<file path="src/rtl/fetch_stage.sv">
// Instruction-fetch stage and IF/ID register. Loads the PC from the reset vector at boot, tags
// immediate words, and handles branch redirects, flushes, stalls and interrupt entry.
module fetch_stage #(
    parameter int unsigned ADDR_W         = 16,
    parameter int unsigned RESET_VEC_ADDR = 0,
    parameter int unsigned IRQ_VEC_ADDR   = 1,
    parameter logic [15:0] IMM_MASK       = 16'h0000
) (
    input  logic              clk,
    input  logic              reset,
    output logic [ADDR_W-1:0] imem_addr,
    input  logic [15:0]       imem_data,
    input  logic              stall,
    input  logic              flush,
    input  logic              branch_taken,
    input  logic [ADDR_W-1:0] branch_target,
    input  logic              interrupt,
    output logic [15:0]       instruction,
    output logic [ADDR_W-1:0] pc_plus1,
    output logic              imm_word,
    output logic              if_valid,
    output logic              irq_ack,
    output logic [ADDR_W-1:0] saved_pc
);

    typedef enum logic [1:0] {
        BOOT,
        RUN,
        VEC
    } state_e;

    typedef struct packed {
        logic [15:0]       instr;
        logic [ADDR_W-1:0] pc_plus1;
        logic              imm;
        logic              valid;
    } ifid_t;

    localparam logic [ADDR_W-1:0] RESET_VEC = ADDR_W'(RESET_VEC_ADDR);
    localparam logic [ADDR_W-1:0] IRQ_VEC   = ADDR_W'(IRQ_VEC_ADDR);
    localparam logic [ADDR_W-1:0] PC_ONE    = ADDR_W'(1);

    state_e            state_q, state_d;
    logic [ADDR_W-1:0] pc_q, pc_d;
    ifid_t             ifid_q, ifid_d;
    logic [ADDR_W-1:0] saved_pc_q, saved_pc_d;
    logic              irq_pending_q, irq_pending_d;
    logic              imm_expect_q, imm_expect_d;

    logic [ADDR_W-1:0] pc_inc;
    logic [ADDR_W-1:0] vector_pc;
    ifid_t             ifid_bubble;

    assign pc_inc      = pc_q + PC_ONE;
    assign vector_pc   = imem_data[ADDR_W-1:0];
    assign ifid_bubble = '{instr: 16'h0000, pc_plus1: ifid_q.pc_plus1, imm: 1'b0, valid: 1'b0};

    // NOTE: every signal written here gets a default first, so no path can infer a latch.
    always_comb begin
        state_d       = state_q;
        pc_d          = pc_q;
        ifid_d        = ifid_q;
        saved_pc_d    = saved_pc_q;
        irq_pending_d = irq_pending_q | interrupt;
        imm_expect_d  = imm_expect_q;
        imem_addr     = pc_q;
        irq_ack       = 1'b0;

        unique case (state_q)
            BOOT: begin
                imem_addr = RESET_VEC;
                pc_d      = vector_pc;
                ifid_d    = ifid_bubble;
                state_d   = RUN;
            end
            RUN: begin
                if (branch_taken) begin
                    pc_d         = branch_target;
                    ifid_d       = ifid_bubble;
                    imm_expect_d = 1'b0;
                end else if (flush) begin
                    pc_d         = pc_inc;
                    ifid_d       = ifid_bubble;
                    imm_expect_d = 1'b0;
                end else if (stall) begin
                    pc_d = pc_q;
                end else if (irq_pending_q && !imm_expect_q) begin
                    // Entry clears the request even if interrupt is still high this cycle.
                    saved_pc_d    = pc_q;
                    irq_pending_d = 1'b0;
                    ifid_d        = ifid_bubble;
                    state_d       = VEC;
                end else begin
                    ifid_d       = '{instr: imem_data, pc_plus1: pc_inc, imm: imm_expect_q, valid: 1'b1};
                    imm_expect_d = IMM_MASK[imem_data[15:12]] & ~imm_expect_q;
                    pc_d         = pc_inc;
                end
            end
            VEC: begin
                imem_addr = IRQ_VEC;
                irq_ack   = 1'b1;
                pc_d      = vector_pc;
                ifid_d    = ifid_bubble;
                state_d   = RUN;
                if (branch_taken) begin
                    saved_pc_d = branch_target;
                end
            end
            default: begin
                state_d = BOOT;
            end
        endcase
    end

    // NOTE: sequential state uses non-blocking assignments only, so all flops sample together.
    always_ff @(posedge clk or negedge reset) begin
        if (!reset) begin
            state_q       <= BOOT;
            pc_q          <= '0;
            ifid_q        <= '0;
            saved_pc_q    <= '0;
            irq_pending_q <= 1'b0;
            imm_expect_q  <= 1'b0;
        end else begin
            state_q       <= state_d;
            pc_q          <= pc_d;
            ifid_q        <= ifid_d;
            saved_pc_q    <= saved_pc_d;
            irq_pending_q <= irq_pending_d;
            imm_expect_q  <= imm_expect_d;
        end
    end

    assign instruction = ifid_q.instr;
    assign pc_plus1    = ifid_q.pc_plus1;
    assign imm_word    = ifid_q.imm;
    assign if_valid    = ifid_q.valid;
    assign saved_pc    = saved_pc_q;

endmodule

</file>
<file path="config.mk">
export PLATFORM = sky130hd
export DESIGN_NAME = fetch_stage
export DESIGN_NICKNAME = d
export VERILOG_FILES = /design/src/rtl/fetch_stage.sv
export SDC_FILE = /design/constraint.sdc
export NUM_CORES = 1
export LEC_CHECK = 0
export CAP_MARGIN = 5
export CORE_MARGIN = 10
export CORE_UTILIZATION = 43
export CTS_CLUSTER_SIZE = 24
export DETAILED_ROUTE_END_ITERATION = 10
export HOLD_SLACK_MARGIN = 0.1
export PLACE_DENSITY = 0.81
export SETUP_SLACK_MARGIN = 0.5
export SKIP_LAST_GASP = 1
export SLEW_MARGIN = 30
export SYNTH_ARGS = -nofsm -noshare
export SYNTH_HDL_FRONTEND = slang
export SYNTH_SLANG_ARGS = --single-unit
</file>
<file path="constraint.sdc">
create_clock -name clk -period 1.7 [get_ports clk]
set_input_delay 0.17 -clock clk [delete_from_list [all_inputs] [get_ports clk]]
set_output_delay 0.17 -clock clk [all_outputs]
set_load 0.005 [all_outputs]
</file>
# Word-level counts from Yosys, hierarchy flattened
# Memory sizes are Yosys's and may differ from the RTL's.
# Cells that the tools add are included.
totals:
  word_cells: 76
  out_inout_bits: 67
  register_bits: 70
  rom_bits: 16
  mem_count: 1
  input_bits: 38
memory_table:
  columns: ["memory", "depth", "word_bits", "rd", "rd_clocked_by_memory_dff", "wr", "line_no", "rtl"]
  rows:
  - ["(no name shown)", 16, 1, 1, 0, 0, "95", "imm_expect_d = IMM_MASK[imem_data[15:12]] & ~imm_expect_q;"]
classes:
  muxes: 33
  n_addsub: 1
  eq_ne: 11
  n_bitwise: 8
  n_lt_le_gt_ge: 1
  reduce_logical: 12
ops:
  columns: ["cell", "n"]
  rows:
  - ["16-bit 2-to-1 mux", 9]
  - ["34-bit 2-to-1 mux", 4]
  - ["16-bit case mux with 2 select lines", 3]
  - ["34-bit case mux with 2 select lines", 1]
  - ["16-bit by 1-bit adder with 16-bit output (second input constant)", 1]
  - ["6-bit AND reduction", 2]
  - ["1-bit 2-to-1 mux", 11]
  - ["2-bit != test (second input constant)", 5]
  - ["2-bit 2-to-1 mux", 4]
  - ["4-bit != test (second input constant)", 2]
  - ["1-bit inverter", 6]
  - ["3-bit AND reduction", 2]
  - ["4-bit by 5-bit less-than comparator with 1-bit output (second input constant)", 1]
  - ["2-bit case mux with 2 select lines", 1]
  - ["4-bit AND reduction", 1]
  - ["2-bit nonzero test", 2]
  - ["3-bit by 1-bit != test with 1-bit output (second input constant)", 1]
  - ["3-bit != test (second input constant)", 1]
  - ["2-bit by 1-bit == test with 1-bit output (second input constant)", 1]
  - ["2-bit == test (second input constant)", 1]
  - ["2-bit logical NOT", 1]
  - ["2-bit AND reduction", 1]
  - ["2-bit OR reduction", 1]
  - ["1-bit bitwise AND", 1]
  - ["other kinds (3)", 3]

# Longest topological paths before layout
# Gate-level depths: netlist of the first run.
logic_depth:
  ltp_word: 7
  depth_mapped: 7

# Least setup slack after synthesis of the first run
# OpenSTA, ideal clock, no wires.
synth_path:
  kind: "flip-flop to flip-flop"
  start: "register pc_q[1]"
  end: "register pc_q[8]"
  n_path_buf: 1
  t_arrival_ns: 1.577
  setup_ns: 0.095
  period_less_slack_ns: 1.672
  slack_ns: 0.028
  path_stages_with_launch: 7
  path_cell_list: "dfrtp_1 ha_1 clkbuf_1 nand3_1 or3_1 and3_1 o31ai_1"
synth_via:
  elab_chain_len: 6
synth_rtl:
  columns: ["element", "line_no", "rtl"]
  rows:
  - ["start, declared", "44", "logic [ADDR_W-1:0] pc_q, pc_d;"]
  - ["start signal, assigned", "126", "pc_q <= pc_d;"]
  - ["16-bit by 1-bit adder with 16-bit output *", "54", "assign pc_inc = pc_q + PC_ONE;"]
  - ["16-bit 2-to-1 mux", "87", "end else if (irq_pending_q && !imm_expect_q) begin"]
  - ["16-bit 2-to-1 mux", "85", "end else if (stall) begin"]
  - ["16-bit 2-to-1 mux *", "81", "end else if (flush) begin"]
  - ["16-bit 2-to-1 mux *", "77", "if (branch_taken) begin"]
  - ["16-bit case mux with 2 select lines *", "69", "unique case (state_q)"]
# Mark *: on every way between the ends. The rest lies on a longest branch, timed or not. The select of a mux whose other input is x is not followed.
# A chain may end at the register's enable or synchronous reset.

# Final worst setup path of the first run
layout_path:
  start: "register pc_q[7]"
  end: "register ifid_q (netlist bit pc_plus1[15])"
layout_via:
  elab_chain_len: 6
layout_rtl:
  columns: ["element", "line_no", "rtl"]
  rows:
  - ["16-bit by 1-bit adder with 16-bit output", "54", null]
  - ["34-bit 2-to-1 mux", "87", null]
  - ["34-bit 2-to-1 mux", "85", null]
  - ["34-bit 2-to-1 mux", "81", null]
  - ["34-bit 2-to-1 mux", "77", null]
  - ["34-bit case mux with 2 select lines", "69", null]
  - ["end signal, assigned", "127", "ifid_q <= ifid_d;"]
  - ["end, declared", "45", "ifid_t ifid_q, ifid_d;"]
# Every way passes these cells. The select of a mux whose other input is x is not followed.

==> run metrics, run 1 <==
worst min path class in -> reg; Yosys warning count 0; EDFF count, synth 0; GPL Wtd Cong 0.904; Row Count 33; First-pass DRT Iterations 8; global route overflow 0; # DRC 0; Die Area 12500 sq um; Crit Reg-Reg Startpoint pc_q[7]; fraction of registers with async set/reset 100%; initial antenna violation count 0; worst-margin pin slew 0.507 ns; Finished Cell Area 6810 sq um; Routed WL 18500 um; post-layout minimum cycle time 1.67 ns; largest net degree at the start of global routing 69; Clock Path Buffers 2; max-cap viol count 0; number of port buffers 103; Slew HR 65.8%; First DRT Iteration DRCs 577; placeable core area 8180 sq um; reg2reg path depth 5; synthesized flop and latch total 68; CTS H-tree lvls 3; Crit Path Class reg -> reg; post-synthesis cell type count 56; Worst-Skew Late Latency 0.36 ns; outcome completed; total CTS buffers 9; Hold Path Depth 3; fin util 83.3%; share of cells above drive strength 1 49.7%; Area Overhead vs Synth 88.6%; pwr/cell area 1090 nW/um^2; Post-Synthesis Cells 368; antenna-violating nets left 0; n_diodes 0; hold wc startpoint branch_taken; maximum vdd drop 786 uV; Vias/cell 6.37; syn_nets 407; first-pass GRT wire length 23700 um; Via Count 4393; vias in the first global route 4184; final period utilization 98.4%; WP data arrival 1.90 ns; Final setup viols 0; Fmax 0.598 GHz; worst-path fanout max 3; CTS tree yes; Synth Cell Area 3610 sq um; worst setup margin 0.0275 ns; Mean Syn Cell Area 9.82 sq um; Reg-to-Reg End pc_plus1[15]; Setup crit end kind flop; Die Y-Extent 112 um; pre-CTS WS -0.194 ns; clk root buf clkbuf_8; Die W 112 um; global-route total usage across every layer 23.5%; Worst setup SP type flop; Leak Pwr 3.06 nW; setup TNS 0 ns; clock slew at reported path FFs 0.08 ns; sequential element share of the synthesized area 47.1%; HPWL after DPL 8980 um; starting density of the core 44.2%; reg2reg setup slack 0.03 ns; wire per inst 26.8 um; Worst EP required 1.93 ns; Post-synth top flop dfrtp_1; Worst Hold Path EP state_q[0]; post-layout net count 619; final hold vios 0; Fin Clk Skew 0.00754 ns; Slew Viols, Final 0; Sink Count 68; # IOs 105; area post-placement 5050 sq um; RSZ-0062 raised after global routing yes
-- how the worst max path moves through the flow --
stage / startpoint / endpoint / slack (ns) / cells after the start
CTS: state_q[0] / pc_q[11] / 0.14 / 6
detailed placement: branch_taken / instruction[5] / -0.19 / 5
global placement: branch_taken / instruction[13] / -0.11 / 5
floorplan: pc_q[1] / pc_q[8] / 0.16 / 6
global route: pc_q[3] / pc_q[5] / 0.01 / 5
finish: pc_q[7] / pc_plus1[15] / 0.03 / 5
-- worst max-delay path: stages (launching register included) --
cell and delay (ns):
dfrtp_1 0.48, and4_4 0.28, nand4_1 0.19, buf_4 0.21
o211ai_1 0.25, nand3_2 0.12
-- layer usage --
layer / vias up / routed length (um) / GRT usage [%]
met4: 0 / 1130 / 12.0
met2: 364 / 8600 / 39.0
met3: 116 / 2010 / 6.66
met1: 2145 / 6720 / 27.0
met5: - / 0 / 0
li1: 1768 / - / -
-- synth_stat cells, types with 4 or more instances --
| cell type | number | area [sq um] |
|---|---|---|
| clkbuf_1 | 11 | 41.3 |
| nand2_1 | 27 | 101 |
| and2_1 | 17 | 106 |
| nor2_1 | 34 | 128 |
| xnor2_1 | 4 | 35.0 |
| o31ai_1 | 6 | 45.0 |
| buf_2 | 15 | 75.1 |
| a22oi_1 | 5 | 37.5 |
| o211ai_1 | 5 | 37.5 |
| nand4_1 | 5 | 31.3 |
| dfrtp_1 | 68 | 1700 |
| nand3_1 | 16 | 80.1 |
| inv_1 | 6 | 22.5 |
| a21oi_1 | 21 | 105 |
| buf_4 | 4 | 30.0 |
| a22o_1 | 21 | 184 |
| xor2_1 | 7 | 61.3 |
| mux2i_1 | 18 | 180 |
| and3_1 | 5 | 31.3 |
| o21ai_0 | 21 | 105 |
-- logic make-up after synthesis --
group,synth area share (%)
fa+ha+maj,0.346
buf+inv,5.99
xor+xnor,2.67
mux,4.99
simple gates,18.9
compound gates,19.9
other cells,0.104
flops,47.1
-- cell usage in the layout (no fill, tap or decap), types with 6 or more instances in the layout --
cell type,count
dfrtp_2,9
clkdlybuf4s15_1,18
nor2_4,17
nand3_1,9
a22o_1,20
o21ai_1,12
o21ai_0,8
mux2i_1,12
clkbuf_8,10
dlygate4sd2_1,30
buf_6,45
a21oi_2,13
nor2_1,15
clkdlybuf4s50_1,35
nand2_1,24
buf_16,6
a21oi_1,8
buf_12,11
dfrtp_1,59
and2_4,19
buf_4,80
-- timing repair --
action                                 4_1_cts  5_1_grt
buffers inserted                            39       34
endpoints found under the hold margin       68        0
cloned                                      10        3
pin swaps                                   45       37
setup endpoints to repair                  131      113
hold buffers                                 1        0
gates resized for setup                    249       99
-- layout make-up --
type / instances / area (sq um)
clock buffer: 12 / 145
sequential: 68 / 1710
multi-input combinational: 263 / 2360
fill: 398 / 1360
timing repair buffer: 232 / 2370
clock inverter: 4 / 48.8
tap: 105 / 131
inverter: 6 / 38.8
-- report_power, final --
part,leakage [nW],internal [W],switching (W)
logic,2.13,0.00200,0.00166
registers,0.837,0.00201,0.000396
clock network,0.100,0.000717,0.000673
-- stage by stage --
| stage | power [W] | instances | hold slack [ns] |
|---|---|---|---|
| 2_1_floorplan | 0.00336 | 368 | -0.126 |
| 3_3_place_gp | 0.00465 | 587 | 0.218 |
| 3_5_place_dp | 0.00471 | 587 | 0.224 |
| 4_1_cts | 0.00657 | 653 | 0.380 |
| 5_1_grt | 0.00771 | 690 | 0.332 |
| 6_report | 0.00745 | 690 | 0.299 |
-- sequential cells by signal (all words and copies together) (netlist names) --
name and cells:
pc_q 16, irq_pending_q 1, instruction 16, pc_plus1 16, saved_pc 16, if_valid 1
state_q 2
No activity file was read; power rests on OpenSTA's default activity.
==> run 2: changes to the inputs <==
- CORE_UTILIZATION: 43 -> 45
- DONT_BUFFER_PORTS: default -> 1
- PLACE_DENSITY: 0.81 -> 0.67
==> run 2 against run 1 <==
Against the previous run:
- the flow now finishes with violations (negative hold slack)
- worst setup slack better by 0.070 ns
- register-to-register slack better by 0.07 ns
- wire length down 19%
- sequential share of layout area up 6.8 points
- final area down 21%
- flip-flop and latch count unchanged
- highest routed layer unchanged
- final cell count down 19%
- fmax up 4.3%
==> run metrics, run 2 (synthesis results as in run 1) <==
worst-margin pin slew 0.632 ns; largest net degree at the start of global routing 69; First DRT Iteration DRCs 353; Flop pwr share 42.5%; # DRC 0; starting density of the core 46.5%; number of port buffers 0; Worst setup SP type flop; clk root buf clkbuf_8; global route overflow 0; placeable core area 7770 sq um; GPL Wtd Cong 0.926; worst setup margin 0.0971 ns; global-route total usage across every layer 21.1%; Setup crit end kind flop; worst min path class in -> async; initial antenna violation count 0; most frequent cells in the layout dfrtp_1, buf_4, dlygate4sd3_1; final period utilization 94.3%; Finished Cell Area 5350 sq um; Fmax 0.624 GHz; Slew HR 57.8%; Vias/cell 6.59; RSZ-0062 raised after global routing yes; first-pass GRT wire length 19600 um; Worst-Skew Late Latency 0.36 ns; HPWL after DPL 8120 um; Final setup viols 0; number of fill cells in the layout 538; Sink Count 68; outcome complete, but fails checks; CTS tree yes; GR Util met3 7.26%; Via Count 3670; GR peak layer met2; clock slew at reported path FFs 0.08 ns; vias in the first global route 3338; Routed WL 15000 um; Slew Viols, Final 0; Die Area 12000 sq um; maximum vdd drop 780 uV; worst hold slack -0.505 ns; Worst EP required 1.91 ns; WP data arrival 1.82 ns; wire per inst 27.0 um; pwr/cell area 1110 nW/um^2; P_sw 0.00227 W; Crit Path Class reg -> reg; CTS H-tree lvls 3; setup TNS 0 ns; Clk pwr share 20.3%; GR Util met1 27.5%; Area Overhead vs Synth 48.2%; post-layout minimum cycle time 1.60 ns; Die Y-Extent 110 um; Cell Int Power 0.00366 W; area post-placement 3820 sq um; post-layout net count 491; failing checks negative hold slack; antenna-violating nets left 0; n_diodes 0; max-cap viol count 0; pre-CTS WS 0.0980 ns; share of cells above drive strength 1 44.0%; First-pass DRT Iterations 5; worst-path fanout max 8; Clock Path Buffers 2; Net Sw Frac 38.2%; commonest non-fill, non-tap cell in the layout dfrtp_1; # IOs 105; Final Total Pwr 0.00593 W; Combinational Power Share 37.2%; final hold vios 68; met2 Use GR 32.2%; Leak Pwr 2.25 nW; Fin Clk Skew 0.0101 ns; total CTS buffers 9; Row Count 32; Die W 110 um
run 2: changes by cell type in the layout (fill, tap and decap cells not counted), sizes merged, moves of 3 or more:
cell / previous run / this run
buf: 144 / 68
a22o: 21 / 24
clkdlybuf4s15: 18 / 0
clkdlybuf4s50: 35 / 0
clkbuf: 15 / 12
dlygate4sd3: 1 / 33
dlygate4sd2: 30 / 0
run 2: path summary, 6_finish.rpt:
check                           cells after the start         start  slack (ns)     endpoint
max in group asynchronous                           0         reset        2.07      pc_q[2]
worst max-delay path                                6    state_q[0]         0.1      pc_q[9]
worst max register to register                      6    state_q[0]         0.1      pc_q[9]
worst min register to register                      1      if_valid        0.52     if_valid
worst min-delay path                                0         reset       -0.51      pc_q[4]
min in group clk                                    2  branch_taken        0.09  saved_pc[4]
run 2: stage by stage:
stage	utilization, %	std cells
detailed placement	49.2	460
global route	68.9	557
global placement	49.2	460
CTS	60.9	530
finish	68.9	557
floorplan	-	368
run 2: power by group through the flow:
stage	logic [W]	clock network, W	registers (W)
final	0.00221	0.00120	0.00252
after global routing	0.00234	0.00126	0.00258
after CTS	0.00167	0.00117	0.00246
after detailed placement	0.00129	0	0.00245
after global placement	0.00126	0	0.00244
after floorplan	0.00108	0	0.00228
run 2: repair_timing:
item,4_1_cts,5_1_grt
endpoints found under the hold margin,110,74
pin swaps,18,24
cloned,6,3
setup endpoints to repair,82,84
setup buffers,20,21
hold buffers,30,3
gates resized for setup,58,99
run 2: per-layer routing:
layer / wire length [um] / part of all wire (%) / vias up
met3: 1850 / 12 / 57
met5: 0 / 0 / -
met2: 7180 / 48 / 284
li1: - / - / 1503
met1: 5530 / 37 / 1826
met4: 479 / 3.2 / 0
run 2: area by class of cell:
class                   count  area (sq um)  area share [%]
clock inverters             3          15.0           0.281
inverters                   6          30.0           0.561
clock buffers              11           141            2.64
well taps                 102           128            2.38
multi-input cells         265          2300            43.0
flip-flops and latches     68          1710            31.9
repair buffers            102          1030            19.2
run 2: worst max-delay path: stages, from the launching register on:
cell	delay, ns
dfrtp_2	0.50
clkinvlp_4	0.17
buf_6	0.16
buf_4	0.14
a22oi_1	0.16
a21boi_2	0.18
o221ai_1	0.14
==> run 3: changes to the inputs <==
- SLEW_MARGIN: 30 -> 20
==> results of run 3 <==
The final DEF is identical to that of run 2; final timing and power are the same.
